==> src/rtl/clk_div_ctrl.sv <==
// clk_div_ctrl: run/stop sequencer and ratio configurator for a 50 % duty
// clock divider. O_CLK has a period of 2*cur_div I_CLK cycles; new ratios
// and stops only take effect at a period boundary (end of the low half),
// so O_CLK never produces a runt pulse.
// Optional feature macro: DIVCTRL_CLAMP_EN (nonzero ratios below 2 become 2).
module clk_div_ctrl #(
  parameter int DIV_W   = 16,
  parameter int DEF_DIV = 50
) (
  input  logic             I_CLK,
  input  logic             rst,
  input  logic             en,
  input  logic             cfg_valid,
  input  logic [DIV_W-1:0] cfg_div,
  output logic             cfg_ready,
  output logic             O_CLK,
  output logic             tick,
  output logic [DIV_W-1:0] cur_div,
  output logic             busy
);

  typedef enum logic [1:0] {
    S_IDLE,
    S_RUN,
    S_DRAIN
  } state_t;

  state_t           r_state;
  logic [DIV_W-1:0] r_cnt;
  logic [DIV_W-1:0] r_cur_div;
  logic [DIV_W-1:0] r_pend_div;
  logic             r_pend;
  logic             r_oclk;
  logic             r_tick;
  logic             r_busy;

  logic [DIV_W-1:0] w_cfg_val;
  logic [DIV_W-1:0] w_next_div;
  logic [DIV_W-1:0] w_idle_div;
  logic             w_accept;
  logic             w_last;
  logic             w_boundary;

  // Ratio as it will be stored; the clamp keeps the period at 4 cycles or more.
`ifdef DIVCTRL_CLAMP_EN
  assign w_cfg_val = (cfg_div == DIV_W'(1)) ? DIV_W'(2) : cfg_div;
`else
  assign w_cfg_val = cfg_div;
`endif

  // The single shadow slot is free whenever nothing is pending.
  assign w_accept   = cfg_valid && !r_pend;
  assign w_last     = (r_cnt == r_cur_div - DIV_W'(1));
  // End of the low half is the only place ratio changes and stops happen.
  assign w_boundary = w_last && !r_oclk;
  assign w_next_div = r_pend ? r_pend_div : r_cur_div;
  // Starting from IDLE uses the ratio that will be in effect after this
  // edge, so a simultaneous write of 0 can never launch a zero-length run.
  assign w_idle_div = w_accept ? w_cfg_val : r_cur_div;

  // Sequencer: IDLE/RUN/DRAIN state, half-period counter, ratio registers
  // and all registered outputs.
  always_ff @(posedge I_CLK) begin
    if (!rst) begin
      r_state    <= S_IDLE;
      r_cnt      <= '0;
      r_cur_div  <= DIV_W'(DEF_DIV);
      r_pend_div <= '0;
      r_pend     <= 1'b0;
      r_oclk     <= 1'b0;
      r_tick     <= 1'b0;
      r_busy     <= 1'b0;
    end else begin
      r_tick <= 1'b0;
      case (r_state)
        S_IDLE: begin
          r_cnt  <= '0;
          r_oclk <= 1'b0;
          if (w_accept) begin
            r_cur_div <= w_cfg_val;
          end
          if (en && (w_idle_div != '0)) begin
            r_state <= S_RUN;
            r_oclk  <= 1'b1;
            r_tick  <= 1'b1;
            r_busy  <= 1'b1;
          end
        end
        default: begin
          if (w_accept) begin
            r_pend_div <= w_cfg_val;
            r_pend     <= 1'b1;
          end
          if (w_boundary) begin
            r_cnt <= '0;
            if (r_pend) begin
              r_cur_div <= r_pend_div;
              r_pend    <= 1'b0;
            end
            if ((w_next_div == '0) || !en) begin
              r_state <= S_IDLE;
              r_busy  <= 1'b0;
              r_oclk  <= 1'b0;
            end else begin
              r_state <= S_RUN;
              r_oclk  <= 1'b1;
              r_tick  <= 1'b1;
            end
          end else begin
            r_state <= en ? S_RUN : S_DRAIN;
            if (w_last) begin
              r_cnt  <= '0;
              r_oclk <= ~r_oclk;
            end else begin
              r_cnt <= r_cnt + DIV_W'(1);
            end
          end
        end
      endcase
    end
  end

  assign cfg_ready = !r_pend;
  assign O_CLK     = r_oclk;
  assign tick      = r_tick;
  assign cur_div   = r_cur_div;
  assign busy      = r_busy;

endmodule

==> config.mk <==
export PLATFORM = sky130hd
export DESIGN_NAME = clk_div_ctrl
export DESIGN_NICKNAME = d
export VERILOG_FILES = /design/src/rtl/clk_div_ctrl.sv
export SDC_FILE = /design/constraint.sdc
export NUM_CORES = 1
export LEC_CHECK = 0
export ABC_AREA = 1
export CAP_MARGIN = 15
export CORE_ASPECT_RATIO = 0.9
export CORE_UTILIZATION = 60
export CTS_CLUSTER_DIAMETER = 60
export CTS_CLUSTER_SIZE = 14
export DETAILED_ROUTE_END_ITERATION = 10
export PLACE_DENSITY_LB_ADDON = 0.1
export REMOVE_ABC_BUFFERS = 1
export SETUP_SLACK_MARGIN = 0.3
export SYNTH_ARGS = -nofsm -noshare
export SYNTH_HDL_FRONTEND = slang
export SYNTH_SLANG_ARGS = --single-unit
==> constraint.sdc <==
create_clock -name I_CLK -period 3.4 [get_ports I_CLK]
set_input_delay 0.68 -clock I_CLK [delete_from_list [all_inputs] [get_ports I_CLK]]
set_output_delay 0.68 -clock I_CLK [all_outputs]
set_load 0.02 [all_outputs]
Word level (Yosys, flattened, before mapping)
Index checks and enable logic that the tools add are counted.
- register bits after elaboration: 54
- output and inout bits: 20
- word-level logic and storage cells: 54
- add/sub/neg operators: 2
- equal/unequal tests: 2
- muxes and demuxes: 23
- bitwise logic cells: 3
- reductions and logical operators: 16
- operators with widths (operator ; number):
    $mux 16 ; 4
    $add 16x1->16 const B ; 1
    $eq 16x16->1 ; 1
    $logic_not 16->1 ; 1
    $reduce_bool 16->1 ; 1
    $sub 16x1->16 const B ; 1
    $mux 1 ; 15
    $mux 2 ; 4
    $reduce_bool 2->1 ; 2
    $reduce_or 4->1 ; 1
    $logic_and 1x1->1 ; 3
    $logic_not 1->1 ; 3
    $not 1->1 ; 3
    $reduce_and 3->1 ; 1
    $reduce_bool 3->1 ; 1
    $logic_not 2->1 ; 1
    $ne 2x2->1 const B ; 1
    $reduce_and 2->1 ; 1
    $logic_or 1x1->1 ; 1

Longest topological paths before layout
Gate-level depths: netlist of run 1.
- depth after elaboration: 7
- depth in mapped cells: 17
- depth with buffers taken out: 17

Least setup slack after synthesis of run 1
Ideal clock, no wire load.
- path type: register to register
- from: register r_cur_div[0], in the netlist cur_div[0]
- to: register r_cnt[7]
- arrival time: 2.057 ns
- setup slack: 1.221 ns
- stages on the path, launching flop included: 17
- path buffers: 1
- period minus slack after synthesis: 2.179 ns
- cell sequence: dfxtp_1 -> inv_1 -> ha_1 -> inv_1 -> nand2_1 -> nand2_1 -> nor2_1 -> nand2_1 -> nor2_1 -> nand3_1 -> nor2_1 -> nand2_1 -> nor2_4 -> nor2_1 -> nand2_1 -> buf_4 -> a21oi_1
- longest elaborated chain between the ends: 4
- ends and longest elaborated chain (what ; RTL line ; source):
    start: declaration ; 30 ; logic [DIV_W-1:0] r_cur_div;
    start signal: assignment ; 67 ; r_cur_div <= DIV_W'(DEF_DIV);
    start signal: assignment ; 80 ; r_cur_div <= w_cfg_val;
    start signal: assignment ; 97 ; r_cur_div <= r_pend_div;
    $sub 16x1->16 (*) ; 53 ; assign w_last = (r_cnt == r_cur_div - DIV_W'(1));
    $eq 16x16->1 (*) ; 53 ;
    $logic_and 1x1->1 ; 55 ; assign w_boundary = w_last && !r_oclk;
    $reduce_or 4->1 (no source line) (*) ; n/a ;
    end signal: assignment ; 115 ; r_cnt <= r_cnt + DIV_W'(1);
    end: declaration ; 29 ; logic [DIV_W-1:0] r_cnt;
Mark *: on every way between the ends. The rest lies on a longest branch, timed or not.
A chain may end at the register's enable or synchronous reset.

Worst setup path in the final report of run 1
- from: register r_cur_div[0], in the netlist cur_div[0]
- to: register r_cnt[11]
The elaborated chain is that of the path after synthesis.

==> summary.txt, run 1 <==
GRT
  – Tot GR Track Use: 0.3071
  – Total grt overflow: 0
  – Met3 usage: 0.05875
  – Vias in the first global route: 3,099
  – Global-route met1 utilization: 0.4293
  – Largest net degree at the start of global routing: 35
  – Global routing's busiest layer: met2
  – Met2 Use GR: 0.4859
  – First-pass GRT wire length: 14,080 µm
  – Initial antenna violation count: 0

Placement
  – Post-DP HPWL: 6296 µm
  – Area after DPL: 3746 µm²
  – GP Congestion: 0.8454
  – I/O Buffers: 39

STA
  – # setup viols final: 0
  – Slew Limit Headroom: 0.3514
  – Setup Skew: 0.002089 ns
  – Post-layout min period: 2.520 ns
  – Fin. max-slew vios: 0
  – F_max: 0.3968 GHz
  – Setup_tns: 0 ns
  – Least-Margin Pin Slew: 0.9719 ns
  – Hold Vio Cnt, Final: 0
  – RSZ-0062 raised after global routing: false
  – Part of the cycle the worst path needs: 0.7413

Worst setup path
  – Critical Path AT: 2.70 ns
  – Reg2reg end: r_cnt[11]
  – R2R depth: 15
  – R2R setup slack: 0.88 ns
  – Crit. End Element: flop
  – Critical Path Source Type: flop
  – Reg-to-Reg Start: cur_div[0]
  – Worst-path maximum fanout: 16
  – Worst Path Required: 3.58 ns
  – Class of the most critical setup path: flop to flop

Clock network
  – Sink Count: 54
  – Buffer count from post-CTS setup fixing: 0
  – Clk buf depth: 2
  – Post-CTS Hold Fix Bufs: 0
  – CTS Buf Count: 5
  – Clk Latency, worst-skew pair: 0.31 ns
  – CTS tree: built
  – Clock root cell: clkbuf_8
  – Clock transition at path regs: 0.10 ns
  – PostCTS Resize Cnt: 0
  – H-tree depth: 2

Floorplan
  – Core ar.: 5286 µm²
  – Die footprint: 5838 µm²
  – Chip Height: 72.59 µm
  – Die Wd: 80.43 µm
  – # rows: 25
  – Initial Util: 0.6284
  – Top Ports: 40

Pwr
  – Combinational power share: 0.306
  – Reg power frac: 0.451
  – Static Leak: 1.534 nW
  – Internal Power: 0.001024 W
  – Clock power share: 0.243
  – VDD IR-drop max: 0.3042 mV
  – Sw Share: 0.3588
  – Net Sw Power: 0.0005732 W
  – Pwr/cell area: 416.3 nW/µm²

Final layout
  – Area Overhead vs Synth: 15.52%
  – Antenna Cells: 0
  – Fin util: 0.7259
  – Most frequent cells in the layout: 132 x nand2_1, 58 x o21ai_0, 54 x dfxtp_1
  – Share of post-route cells with drive strength above 1: 0.08318
  – Fin area: 3837 µm²
  – Final Net Count: 574
  – Commonest non-fill, non-tap cell in the layout: nand2_1

Synth
  – Synth Flop Type: dfxtp_1
  – Warnings, synthesis: 0
  – Cells after Synth: 521
  – Sequential area share after synthesis: 0.3254
  – Cell area after synthesis: 3322 µm²
  – Async SR Flop Fraction: 0
  – Post-synth EDFFs: 0
  – FF+latch count, synth: 54
  – Syn avg cell area: 6.376 µm²
  – Library cells used by synthesis: 33

Route
  – Routed WL: 8520 µm
  – Starting DRT DRC Count: 249
  – Routed WL per cell: 13.74 µm
  – Detailed-route via count: 3,462
  – # DRC: 0
  – Via/cell ratio: 5.584
  – First-pass detailed-route iteration total: 5
  – Post-DRT Antenna Nets: 0

Worst hold path
  – Hold_sp: r_pend_div[7]
  – Hold path cells: 2
  – Worst hold-check path type: flop to flop
  – Worst Hold Path EP: r_pend_div[7]

Job
  – Max Cap Violations: 0

Run status
  – Status: complete, no violations
## state kept, by name, indices dropped and copies added, names as in the netlist
register and flops:
r_pend 1, O_CLK 1, r_state 2, r_cnt 16
cur_div 16, tick 1, r_pend_div 16, busy 1
## synth_stat cells (5+ instances only)
master | n | area share
nand2_1 | 132 | 0.15
o21ai_0 | 58 | 0.087
dfxtp_1 | 54 | 0.33
inv_1 | 52 | 0.059
nor2_1 | 48 | 0.054
nand3_1 | 46 | 0.069
a21oi_1 | 30 | 0.045
clkbuf_1 | 13 | 0.015
nand2_2 | 12 | 0.023
a21oi_2 | 10 | 0.026
nand4_1 | 8 | 0.015
xor2_1 | 8 | 0.021
nor3b_1 | 5 | 0.011
xnor2_1 | 5 | 0.013
## power groups by stage
stage / combinational, W / clock (W) / sequential, W
finish: 0.000488 / 0.000388 / 0.000721
global route: 0.000541 / 0.000416 / 0.000727
CTS: 0.000483 / 0.000387 / 0.000719
detailed placement: 0.000480 / 0 / 0.000734
global placement: 0.000471 / 0 / 0.000732
floorplan: 0.000292 / 0 / 0.000755
## how the worst max path moves through the flow
stage                     startpoint       endpoint  slack [ns]  depth (start not counted)
after global routing      cur_div[0]       r_cnt[4]        0.51                         15
final                     cur_div[0]      r_cnt[11]        0.88                         15
after detailed placement   cfg_valid          O_CLK        0.60                         10
after global placement     cfg_valid          O_CLK        0.66                         10
after CTS                 cur_div[0]      r_cnt[11]        0.86                         15
after floorplan           r_state[1]  r_pend_div[0]        0.52                          5
## worst max-delay path, cell delays in order (launching register included)
cell and delay, ns:
dfxtp_1 0.41, inv_1 0.13, ha_1 0.32, inv_1 0.04, nand2_1 0.05, nand2_1 0.04, nor2_1 0.09, nand2_1 0.06
nor2_1 0.10, nand3_1 0.08, nor2_1 0.11, nand2_1 0.09, nor2_4 0.21, nor2_1 0.09, nand2_1 0.44, a21oi_1 0.11
## stage by stage
| step | total power (W) | cells | hold slack (ns) | setup WS, ns |
|---|---|---|---|---|
| 3_3_place_gp | 0.001204 | 612 | 0.4382 | 0.6579 |
| 2_1_floorplan | 0.001046 | 500 | 0.4286 | 0.5213 |
| 4_1_cts | 0.001590 | 620 | 0.4601 | 0.8633 |
| 3_5_place_dp | 0.001214 | 612 | 0.4460 | 0.5955 |
| 6_report | 0.001597 | 620 | 0.4593 | 0.8797 |
| 5_1_grt | 0.001684 | 620 | 0.4825 | 0.5054 |
## cell families after synthesis
kind of cell,synth area share
flops,0.3254
compound gates,0.1759
mux,0.009040
fa+ha+maj,0.007532
buf+inv,0.09078
xor+xnor,0.03428
simple gates,0.3571
## layout make-up
type	count	area, µm²
clock inverter	1	5.005
tap	67	83.83
fill	477	1449
clock buffer	7	86.33
timing repair buffer	45	435.4
inverter	55	206.4
multi-input combinational	391	1939
sequential	54	1081
## layer usage
metal,up-vias,routed length [µm]
met4,0,97
met3,10,623
met2,130,3748
met1,1567,4051
met5,-,0
li1,1755,-
(Power assumes the default switching activity.)
==> run 2: changes to the inputs <==
CORE_UTILIZATION = 56   (was 60)
clock period = 2.4 ns   (was 3.4 ns; I/O delays follow)
==> run 2 against run 1 <==
- total power up 57%
- sequential power increased by 43%
- flip-flop and latch count unchanged
- via count rose by 5.5%
- die area up 7.0%
==> summary.txt, run 2 (same netlist as run 1, synthesis figures left out) <==
Run status
  – Status: complete, no violations

Floorplan
  – Core ar.: 5693 µm² (+7.7%)
  – Die footprint: 6244 µm² (+7.0%)
  – Top Ports: 40 (unchanged)
  – Initial Util: 0.5835 (-0.04489)
  – # rows: 26 (+4.0%)
  – Chip Height: 75.07 µm (+3.4%)
  – Die Wd: 83.19 µm (+3.4%)

Worst setup path
  – R2R setup slack: 0.20 ns (-0.68 ns)
  – Worst-path maximum fanout: 6 (-10)
  – Class of the most critical setup path: flop to flop
  – CP endpoint: O_CLK
  – Crit path launch: cur_div[8]
  – R2R depth: 15 (unchanged)
  – Crit. End Element: flop
  – Reg-to-Reg Start: cur_div[8]
  – Worst Path Required: 2.66 ns (-0.92 ns)
  – Critical Path AT: 2.46 ns (-0.24 ns)
  – Critical Path Source Type: flop
  – Reg2reg end: O_CLK

Clock network
  – Clock root cell: clkbuf_8
  – Sink Count: 54 (unchanged)
  – Post-CTS Hold Fix Bufs: 0 (unchanged)
  – Clk buf depth: 2 (unchanged)
  – Clock transition at path regs: 0.10 ns (about the same)
  – CTS Buf Count: 5 (unchanged)
  – H-tree depth: 2 (unchanged)
  – Clk Latency, worst-skew pair: 0.31 ns (about the same)
  – CTS tree: built

Worst hold path
  – Worst hold-check path type: flop to flop
  – Hold path cells: 2 (unchanged)

Final layout
  – Area Overhead vs Synth: 30.36%
  – Antenna Cells: 0 (unchanged)
  – Fin util: 0.7607 (+0.03474)
  – Final Net Count: 595 (+3.7%)
  – Share of post-route cells with drive strength above 1: 0.1990 (+0.1158)
  – Commonest non-fill, non-tap cell in the layout: nand2_1
  – Final Non-Filler Cells: 643 (+3.7%)
  – Most frequent cells in the layout: 123 x nand2_1, 57 x o21ai_0, 49 x inv_1

Route
  – Routed WL per cell: 15.25 µm (+11%)
  – Starting DRT DRC Count: 353 (+42%)
  – Routed WL: 9805 µm (+15%)
  – Via/cell ratio: 5.681 (+1.7%)
  – Detailed-route via count: 3,653 (+5.5%)
  – Post-DRT Antenna Nets: 0 (unchanged)
  – First-pass detailed-route iteration total: 6 (+1)
  – # DRC: 0 (unchanged)

Placement
  – I/O Buffers: 39 (unchanged)
  – Inst Count DP: 623 (+1.8%)
  – Post-DP HPWL: 6498 µm (+3.2%)
  – GP Congestion: 0.8688 (+2.8%)

STA
  – Least-Margin Pin Slew: 0.5068 ns (-0.4651 ns)
  – Fin. max-slew vios: 0 (unchanged)
  – RSZ-0062 raised after global routing: true
  – Setup Skew: 0.007835 ns (+0.005746 ns)
  – Part of the cycle the worst path needs: 0.9149 (+0.1736)
  – # setup viols final: 0 (unchanged)
  – F_max: 0.4554 GHz (+15%)
  – Slew Limit Headroom: 0.6586 (+0.3072)
  – Hold Vio Cnt, Final: 0 (unchanged)
  – Post-layout min period: 2.196 ns (-0.3245 ns)

GRT
  – Tot GR Track Use: 0.3104 (+0.003316)
  – Met3 usage: 0.04057 (-0.01818)
  – Total grt overflow: 0 (unchanged)
  – Initial antenna violation count: 0 (unchanged)
  – Largest net degree at the start of global routing: 30 (-14%)
  – Global-route met1 utilization: 0.4276 (-0.001738)
  – Vias in the first global route: 3,263 (+5.3%)
  – First-pass GRT wire length: 15,460 µm (+9.8%)
  – Met2 Use GR: 0.5146 (+0.02870)
  – Global routing's busiest layer: met2

Job
  – Max Cap Violations: 0 (unchanged)

Pwr
  – Static Leak: 1.708 nW (+11%)
  – Pwr/cell area: 579.1 nW/µm² (+39%)
  – VDD IR-drop max: 0.3730 mV (+23%)
  – Tot Pwr: 0.002508 W (+57%)
==> run 2: cell types whose count changed in the layout (fill, tap and decap cells not counted), moves of 8 or more <==
cell / delta
buf_4: +10
nand3_1: -10
dfxtp_1: -9
nand2_1: -9
nand3_2: +9
dfxtp_2: +8
nor2_1: -8
==> run 2: how the worst min path moves through the flow <==
stage	startpoint	to	slack [ns]
after floorplan	r_pend_div[0]	r_pend_div[0]	0.43
after global placement	r_pend_div[9]	r_pend_div[9]	0.44
after detailed placement	r_pend_div[5]	r_pend_div[5]	0.45
after CTS	r_pend_div[5]	r_pend_div[5]	0.46
after global routing	r_pend_div[1]	r_pend_div[1]	0.48
final	r_pend_div[1]	r_pend_div[1]	0.46
==> run 2: critical path, cell delays in order (launching register included) <==
cell and delay (ns):
dfxtp_1 0.41, inv_1 0.19, nand2_1 0.09, nor2_2 0.17, nand3_1 0.10, nand2_1 0.07
nand2_1 0.05, nor2_1 0.11, nand3_1 0.13, nor2_4 0.15, buf_8 0.16, buf_6 0.10
nand4_1 0.15, nand3_1 0.17, nand2_1 0.06, inv_1 0.04
==> run 2: layout make-up <==
type | instances | area, µm²
Fill cell | 445 | 1363
Timing Repair Buffer | 63 | 646.9
Multi-Input combinational cell | 394 | 2173
Clock inverter | 1 | 30.03
Sequential cell | 54 | 1095
Clock buffer | 6 | 82.58
Inverter | 55 | 215.2
Tap cell | 70 | 87.58
==> run 2: metal layers <==
| layer | up-vias | wire length [µm] |
|---|---|---|
| met5 | - | 0 |
| li1 | 1808 | - |
| met3 | 31 | 626 |
| met1 | 1638 | 4527 |
| met2 | 176 | 4401 |
| met4 | 0 | 250 |
==> run 2: power by group <==
| part | total (W) | switching (W) | leakage [nW] | internal, W |
|---|---|---|---|---|
| logic | 0.000839 | 0.000509 | 1.21 | 0.000330 |
| clock network | 0.000638 | 0.000303 | 0.0573 | 0.000334 |
| registers | 0.00103 | 0.0000725 | 0.443 | 0.000958 |
==> run 2: metrics by stage <==
| step | hold WS (ns) | area [µm²] | TNS (ns) | worst slack (ns) |
|---|---|---|---|---|
| 6_report | 0.4630 | 4330 | 0 | 0.2042 |
| 5_1_grt | 0.4792 | 4330 | 0 | 0.01759 |
| 4_1_cts | 0.4640 | 4174 | 0 | 0.3039 |
| 3_5_place_dp | 0.4491 | 3835 | 0 | 0.06554 |
| 3_3_place_gp | 0.4396 | 3835 | 0 | 0.09058 |
| 2_1_floorplan | 0.4286 | 3227 | -10.03 | -0.4787 |
==> run 2: timing repair <==
item | 4_1_cts | 5_1_grt
endpoints found under the setup margin | 20 | 41
hold endpoints to repair | 0 | 0
pin swaps | 13 | 15
setup buffers | 6 | 3
gates cloned | 4 | 0
resized for setup | 30 | 40
